`src/rtl/seq_array_divider_pkg.sv`:
```
// Shared types for the sequential array divider: FSM state encoding and the
// CAS-row operation select (P control: 1 = subtract, 0 = add).
package div_pkg;

  typedef enum logic [1:0] {
    IDLE = 2'b00,
    ITER = 2'b01,
    CORR = 2'b10
  } state_t;

  localparam logic OP_SUB = 1'b1;
  localparam logic OP_ADD = 1'b0;

endpackage

```
`src/rtl/seq_array_divider_if.sv`:
```
// Request/result bundle of seq_array_divider plus read-only debug taps
// (FSM state and the CAS row carry chain).
interface seq_array_divider_if #(
  parameter int WIDTH = 4
);
  import div_pkg::*;

  // Handshake: START is a request sampled only while the divider is IDLE
  // (BUSY=0); it is ignored while BUSY=1. DONE is a one-cycle pulse marking
  // QUOTIENT/REMAINDER/OVERFLOW valid; those outputs hold until the next DONE.
  logic                 START;
  logic [2*WIDTH-1:0]   DIVIDEND;
  logic [WIDTH-1:0]     DIVISOR;
  logic                 BUSY;
  logic                 DONE;
  logic [WIDTH-1:0]     QUOTIENT;
  logic [WIDTH-1:0]     REMAINDER;
  logic                 OVERFLOW;
  state_t               state_dbg;
  logic [WIDTH:0]       carry_dbg;

  modport master (
    output START, DIVIDEND, DIVISOR,
    input  BUSY, DONE, QUOTIENT, REMAINDER, OVERFLOW, state_dbg, carry_dbg
  );

  modport slave (
    input  START, DIVIDEND, DIVISOR,
    output BUSY, DONE, QUOTIENT, REMAINDER, OVERFLOW, state_dbg, carry_dbg
  );

endinterface

```
`src/rtl/seq_array_divider_cas_row.sv`:
```
// One row of WIDTH+1 controlled add/subtract cells: r_out = r_in + d (op=0)
// or r_in - d (op=1), with op feeding both the B inversion and carry-in.
module seq_array_divider_cas_row #(
  parameter int WIDTH = 4
) (
  input  logic [WIDTH:0]   r_in,
  input  logic [WIDTH-1:0] d,
  input  logic             op,
  output logic [WIDTH:0]   r_out,
  output logic [WIDTH:0]   carry
);

  logic [WIDTH:0]   b;
  logic [WIDTH+1:0] c;

  always_comb begin
    b     = {1'b0, d} ^ {(WIDTH+1){op}};
    c     = '0;
    c[0]  = op;
    r_out = '0;
    for (int i = 0; i <= WIDTH; i++) begin
      r_out[i] = r_in[i] ^ b[i] ^ c[i];
      c[i+1]   = (r_in[i] & b[i]) | (c[i] & (r_in[i] ^ b[i]));
    end
    carry = c[WIDTH+1:1];
  end

endmodule

```
`src/rtl/seq_array_divider.sv`:
```
// Sequential non-restoring divider, 2W/W bits, one CAS row per clock.
// Optional macro DIV_ZERO_SKIP_EN: a zero dividend finishes in one clock.
module seq_array_divider
  import div_pkg::*;
#(
  parameter int WIDTH = 4
) (
  input  logic                CLK,
  input  logic                RST,
  seq_array_divider_if.slave  bus
);

  localparam int CW = $clog2(WIDTH);

  state_t             state, state_nxt;
  logic [WIDTH-1:0]   d_q;
  logic [WIDTH:0]     r_q;
  logic [WIDTH-1:0]   low_q;
  logic [WIDTH-1:0]   q_q;
  logic [CW-1:0]      cnt_q;
  logic               op_q;
  logic               done_q;
  logic               ovf_q;
  logic [WIDTH-1:0]   quot_q;
  logic [WIDTH-1:0]   rem_q;

  logic [WIDTH-1:0]   dvd_hi, dvd_lo;
  logic               ovf_req, skip_req;
  logic [WIDTH:0]     row_in, row_out, row_carry;
  logic               row_op;

  assign dvd_hi  = bus.DIVIDEND[2*WIDTH-1:WIDTH];
  assign dvd_lo  = bus.DIVIDEND[WIDTH-1:0];
  // High half >= divisor means the quotient cannot fit in WIDTH bits.
  assign ovf_req = (bus.DIVISOR == '0) || (dvd_hi >= bus.DIVISOR);

`ifdef DIV_ZERO_SKIP_EN
  assign skip_req = (bus.DIVIDEND == '0) && (bus.DIVISOR != '0);
`else
  assign skip_req = 1'b0;
`endif

  seq_array_divider_cas_row #(.WIDTH(WIDTH)) u_row (
    .r_in  (row_in),
    .d     (d_q),
    .op    (row_op),
    .r_out (row_out),
    .carry (row_carry)
  );

  // CORR reuses the row as a plain add to restore a negative remainder.
  always_comb begin
    row_in    = {r_q[WIDTH-1:0], low_q[WIDTH-1]};
    row_op    = op_q;
    state_nxt = state;
    if (state == CORR) begin
      row_in = r_q;
      row_op = OP_ADD;
    end
    case (state)
      IDLE:    if (bus.START && !ovf_req && !skip_req) state_nxt = ITER;
      ITER:    if (cnt_q == '0) state_nxt = CORR;
      CORR:    state_nxt = IDLE;
      default: state_nxt = IDLE;
    endcase
  end

  always_ff @(posedge CLK or negedge RST) begin
    if (!RST) state <= IDLE;
    else      state <= state_nxt;
  end

  always_ff @(posedge CLK or negedge RST) begin
    if (!RST) begin
      d_q    <= '0;
      r_q    <= '0;
      low_q  <= '0;
      q_q    <= '0;
      cnt_q  <= '0;
      op_q   <= OP_SUB;
      done_q <= 1'b0;
      ovf_q  <= 1'b0;
      quot_q <= '0;
      rem_q  <= '0;
    end else begin
      done_q <= 1'b0;
      case (state)
        IDLE: begin
          if (bus.START) begin
            if (ovf_req) begin
              done_q <= 1'b1;
              ovf_q  <= 1'b1;
              quot_q <= '1;
              rem_q  <= dvd_lo;
            end else if (skip_req) begin
              done_q <= 1'b1;
              ovf_q  <= 1'b0;
              quot_q <= '0;
              rem_q  <= '0;
            end else begin
              d_q   <= bus.DIVISOR;
              r_q   <= {1'b0, dvd_hi};
              low_q <= dvd_lo;
              cnt_q <= CW'(WIDTH - 1);
              op_q  <= OP_SUB;
            end
          end
        end
        ITER: begin
          r_q   <= row_out;
          low_q <= {low_q[WIDTH-2:0], 1'b0};
          q_q   <= {q_q[WIDTH-2:0], ~row_out[WIDTH]};
          op_q  <= row_out[WIDTH] ? OP_ADD : OP_SUB;
          cnt_q <= cnt_q - CW'(1);
        end
        CORR: begin
          rem_q  <= r_q[WIDTH] ? row_out[WIDTH-1:0] : r_q[WIDTH-1:0];
          quot_q <= q_q;
          ovf_q  <= 1'b0;
          done_q <= 1'b1;
        end
        default: ;
      endcase
    end
  end

  assign bus.BUSY      = (state != IDLE);
  assign bus.DONE      = done_q;
  assign bus.QUOTIENT  = quot_q;
  assign bus.REMAINDER = rem_q;
  assign bus.OVERFLOW  = ovf_q;
  assign bus.state_dbg = state;
  assign bus.carry_dbg = row_carry;

endmodule

```
`src/flat_wrapper.sv`:
```
// flat-port wrapper written by rule: the top's interface ports become plain ports
module seq_array_divider_flat import div_pkg::*;
#(
  parameter int WIDTH = 4
)
  (CLK, RST, bus_START, bus_DIVIDEND, bus_DIVISOR, bus_BUSY, bus_DONE, bus_QUOTIENT, bus_REMAINDER, bus_OVERFLOW, bus_state_dbg, bus_carry_dbg);
  seq_array_divider_if #(.WIDTH(WIDTH)) bus_i ();
  input  logic CLK;
  input  logic RST;
  input wire logic [$bits(bus_i.START)-1:0] bus_START;
  input wire logic [$bits(bus_i.DIVIDEND)-1:0] bus_DIVIDEND;
  input wire logic [$bits(bus_i.DIVISOR)-1:0] bus_DIVISOR;
  output wire logic [$bits(bus_i.BUSY)-1:0] bus_BUSY;
  output wire logic [$bits(bus_i.DONE)-1:0] bus_DONE;
  output wire logic [$bits(bus_i.QUOTIENT)-1:0] bus_QUOTIENT;
  output wire logic [$bits(bus_i.REMAINDER)-1:0] bus_REMAINDER;
  output wire logic [$bits(bus_i.OVERFLOW)-1:0] bus_OVERFLOW;
  output wire logic [$bits(bus_i.state_dbg)-1:0] bus_state_dbg;
  output wire logic [$bits(bus_i.carry_dbg)-1:0] bus_carry_dbg;
  assign bus_i.START = bus_START;
  assign bus_i.DIVIDEND = bus_DIVIDEND;
  assign bus_i.DIVISOR = bus_DIVISOR;
  assign bus_BUSY = bus_i.BUSY;
  assign bus_DONE = bus_i.DONE;
  assign bus_QUOTIENT = bus_i.QUOTIENT;
  assign bus_REMAINDER = bus_i.REMAINDER;
  assign bus_OVERFLOW = bus_i.OVERFLOW;
  assign bus_state_dbg = bus_i.state_dbg;
  assign bus_carry_dbg = bus_i.carry_dbg;
  seq_array_divider #(.WIDTH(WIDTH)) u_core (.CLK(CLK), .RST(RST), .bus(bus_i));
endmodule
```
`config.mk`:
```
export PLATFORM = sky130hd
export DESIGN_NAME = seq_array_divider_flat
export DESIGN_NICKNAME = d
export VERILOG_FILES = /design/src/rtl/seq_array_divider_pkg.sv /design/src/rtl/seq_array_divider_if.sv /design/src/rtl/seq_array_divider_cas_row.sv /design/src/rtl/seq_array_divider.sv /design/src/flat_wrapper.sv
export SDC_FILE = /design/constraint.sdc
export NUM_CORES = 1
export LEC_CHECK = 0
export ABC_AREA = 1
export BUFFER_PORTS_ARGS = -buffer_cell sky130_fd_sc_hd__buf_2
export CAP_MARGIN = 20
export CORE_UTILIZATION = 51
export DETAILED_ROUTE_END_ITERATION = 6
export PLACE_DENSITY_LB_ADDON = 0.05
export SLEW_MARGIN = 5
export SYNTH_ARGS = -nofsm -noshare
export SYNTH_HDL_FRONTEND = slang
export SYNTH_SLANG_ARGS = --single-unit
```
`constraint.sdc`:
```
create_clock -name CLK -period 3.3 [get_ports CLK]
set_input_delay 0 -clock CLK [delete_from_list [all_inputs] [get_ports CLK]]
set_output_delay 0 -clock CLK [all_outputs]
set_load 0.01 [all_outputs]
```
==> flow_results.org <==
** Status
- Status :: finished clean

** Finish
- 0 antenna diodes ended up in the layout.
- For this run, the post-layout net count is a little over 300.
- In the final layout, the share of cells above drive strength 1 is approximately a fifth.
- Relative to the synthesized area, the layout overhead comes to 19.9%.

** Pwr
- IR analysis of the VDD net gives a maximum drop of 0.868 mV.
- Overall power of the completed layout :: 0.00231 W
- Internal Dissipation :: around 0.0013 W
- The clock network accounts for 14.8% of the total power.
- Combinational group share of total power :: between 50% and 60%
- Sequential power share :: 30.7%
- Switching Share :: around 45%
- Dividing total power by cell area gives a power density of approximately 1000 nW/um^2.
- For this design the total switching power over the nets is between 0.001 and 0.0015 W.
- In this run the static leakage power is about 1.2 nW.

** Routing
- Drt total wl :: 4370 um
- Vias per cell :: 5.01
- TritonRoute pass-1 iters :: 4
- Once detail routing completed, the nets flagged for antenna violations numbered 0.
- Number of design rule violations left after detail routing :: 0
- In the final routed layout, each cell accounts on average for 13.4 um.
- Via count :: between 1500 and 2000
- The detailed router finished its first iteration with 80 violations.

** Timing
- Across all hold checks on the routed design, the worst slack comes to 0.00286 ns.
- Skew final :: around 0.0051 ns
- Hold Vio Cnt, Final :: 0
- RSZ-0062 raised after global routing :: false
- The worst path needs 3.01 ns of the cycle, external delays included.
- For the final routed database, the setup TNS stands at 0 ns.
- Worst max-slew margin expressed relative to the limit :: 51.5%
- Setup violations remaining at the end of the flow were counted as 0.
- Timing would allow up to about 0.33 GHz.
- Share of the cycle needed by the critical path after routing :: 91.2%
- Least-Margin Pin Slew :: slightly above 0.7 ns
- The number of pins with negative max-slew slack in the final report is 0.

** Global routing
- Antenna violations before repair :: 0
- The first global-routing pass estimated between 7000 and 8000 um of wire.
- For this run the aggregate overflow at the end of global routing stands at 0.
- Total Routing Usage GR :: between 20 and 30%
- Vias in the first global route :: between 1500 and 2000
- Entering global routing, the biggest net connects 33 pins.

** Synth
- Portion of synthesized cell area occupied by the leading cell type :: between 40% and 50%
- The synthesized design contains 32 register bits.
- The synthesized netlist contains 25 unique library cells.
- Synth Net Count :: 260
- Yosys instantiated no cell more often than nand2_1.
- Average instance area after synthesis :: slightly below 8 um^2
- Post-synth EDFFs :: 0
- Register area share after synthesis :: a little over two fifths
- Synthesis produced about 240 cells.
- In the synthesized netlist the dominant register cell turns out to be dfrtp_1.
- After synthesis the cells add up to 1850 um^2.
- In the post-synthesis netlist, the biggest area contributors are dfrtp_1 42%, nand2_1 15%, nand3_1 9.2%.
- Cell type with the largest total area after synthesis :: dfrtp_1
- Async set-or-reset flop fraction in the synthesized netlist :: 100%
- Top cells by count, synth :: 73 x nand2_1, 34 x nand3_1, 31 x dfrtp_1
- Number of synthesis warnings :: 0

** Setup path
- Buf/Inv on CP :: 5
- The worst setup path is captured at a register.
- Crit-path cells :: inv_2 > nand2_4 > nand2_2 > inv_1 > o21ai_0 > inv_1 > fa_1 > inv_1 > fa_1 > fa_1 > inv_1 > fa_1 > nand2_1 > nand2_1 > nand2_1
- Critical path class :: register to register
- Of all nets on the critical path, the largest fanout is 15.
- Type of element launching the critical path :: register
- Counting buffers and inverters, the worst setup path is 15 cells deep.
- Counting cells, the worst reg-to-reg path comes to 15.
- Broken down by cell family, the worst path's largest delay share belongs to adder cells.
- Worst EP arrival :: between 3 and 4 ns
- Cell at the slowest stage of the critical path :: dfrtp_1
- Worst path required time :: 3.59 ns
- The largest single stage delay on the critical path is between 0.4 and 0.5 ns.

** Floorplan
- The die covers between 3000 and 4000 um^2.
- Height of the chip :: 62.2 um
- The core region is between 3000 and 4000 um^2.
- Initial standard-cell utilization of the core :: between 50 and 60%
- Die width :: approximately 62 um
- 33 I/O pins were placed.
- Row Count :: 21

** CTS
- The clock passes through at most 2 buffers.
- Clock slew seen by the registers of the worst setup and hold paths :: roughly 0.1 ns
- CTS built an H-tree with a depth of 2.
- TritonCTS built the clock tree.
- Setup Buffers After CTS :: 0
- Clock Sink Count :: 32
- The tree is rooted in a clkbuf_4.
- Clock latency on the worst-skew pair, taken at its later pin, is between 0.3 and 0.4 ns.
- Number of buffers inserted during clock tree synthesis :: 5

** Flow run
- Max-cap violations in this run came to 0.

** Placement
- Buffers added on ports :: 32
- Gp weighted congestion :: slightly below 0.9
- Detailed placement ended at an HPWL of ~3100 um.

** Min path
- The worst hold path passes through 5 cells.
- The tightest min-delay check is of the input port to register type.
[layer usage]
metal / GRT usage [%] / routed length [um] / vias up
met1: 34.6 / 2070 / 744
li1: - / - / 826
met4: 8.14 / 73 / 0
met5: 0 / 0 / -
met2: 40.8 / 1970 / 48
met3: 4.60 / 253 / 10
[tightest hold or removal path: cells and delay by family]
| family | cells | cell delay, ns |
|---|---|---|
| AO/OA/AOI/OAI | 1 | 0.06 |
| buffers and inverters | 1 | 0.10 |
| AND/OR/NAND/NOR | 3 | 0.16 |
[logic make-up after synthesis]
group | after synthesis | synth area share, %
AOI/OAI and AO/OA | 26 | 8.27
xor gates and xnor gates | 3 | 1.42
adders and majority gates | 9 | 7.72
buffers and inverters | 39 | 8.67
DFF | 32 | 43.4
and+or+nand+nor | 127 | 30.5
[what timing repair did]
item,4_1_cts,5_1_grt
setup endpoints to repair,0,3
hold endpoints to repair,38,0
resized for setup,0,1
hold buffers,7,0
[placed cells by master, fill, tap and decap left out, drive strengths merged, types with 2 or more instances in the layout]
| cell type | synthesis | layout |
|---|---|---|
| a21oi | 4 | 4 |
| buf | 6 | 34 |
| clkbuf | 0 | 7 |
| dfrtp | 31 | 31 |
| dlygate4sd3 | 0 | 7 |
| fa | 4 | 4 |
| ha | 5 | 5 |
| inv | 33 | 33 |
| nand2 | 78 | 78 |
| nand3 | 34 | 34 |
| nor2 | 14 | 14 |
| o21ai | 17 | 17 |
| o21bai | 3 | 3 |
| xor2 | 2 | 2 |
[registers in the layout, indices dropped and copies added (netlist names)]
name	flops
u_core.r_q	5
u_core.bus.QUOTIENT	4
u_core.bus.REMAINDER	4
u_core.d_q	4
u_core.low_q	4
u_core.q_q	4
u_core.bus.state_dbg	2
u_core.cnt_q	2
u_core.bus.DONE	1
u_core.bus.OVERFLOW	1
u_core.op_q	1
[final timing paths]
kind                                           end                    start  slack [ns]
setup / recovery                       u_core.op_q  u_core.bus.state_dbg[0]        0.29
hold / removal                       u_core.r_q[3]          bus_DIVIDEND[7]       0.003
setup reg to reg                       u_core.op_q  u_core.bus.state_dbg[0]        0.29
hold reg to reg                      u_core.q_q[3]            u_core.q_q[3]        0.48
max in group asynchronous            u_core.d_q[1]                      RST        2.59
min in group asynchronous  u_core.bus.REMAINDER[0]                      RST        0.24
[final cells by class]
cell class	count	area, um^2
clock buffers	7	65.1
clock inverters	1	30.0
fillers	307	1180
inverters	33	124
multi-input cells	165	890
flip-flops and latches	32	802
well taps	46	57.6
repair buffers	41	245
[metrics by stage]
step           setup slack [ns]  util (%)  area [um^2]  instances
3_3_place_gp              0.318      60.3         2040        310
6_report                  0.290      65.3         2210        325
5_1_grt                  0.0526      65.3         2210        325
2_1_floorplan             0.249         -         1850        236
3_5_place_dp              0.214      60.3         2040        310
4_1_cts                   0.186      65.2         2210        325
[power by group through the flow]
stage	sequential [W]	clock, W	combinational, W
CTS	0.000711	0.000343	0.00127
detailed placement	0.000718	0	0.00125
finish	0.000710	0.000343	0.00126
global route	0.000731	0.000361	0.00145
floorplan	0.000728	0	0.000870
global placement	0.000715	0	0.00125
Note: power is estimated with default switching activity, not from simulation.
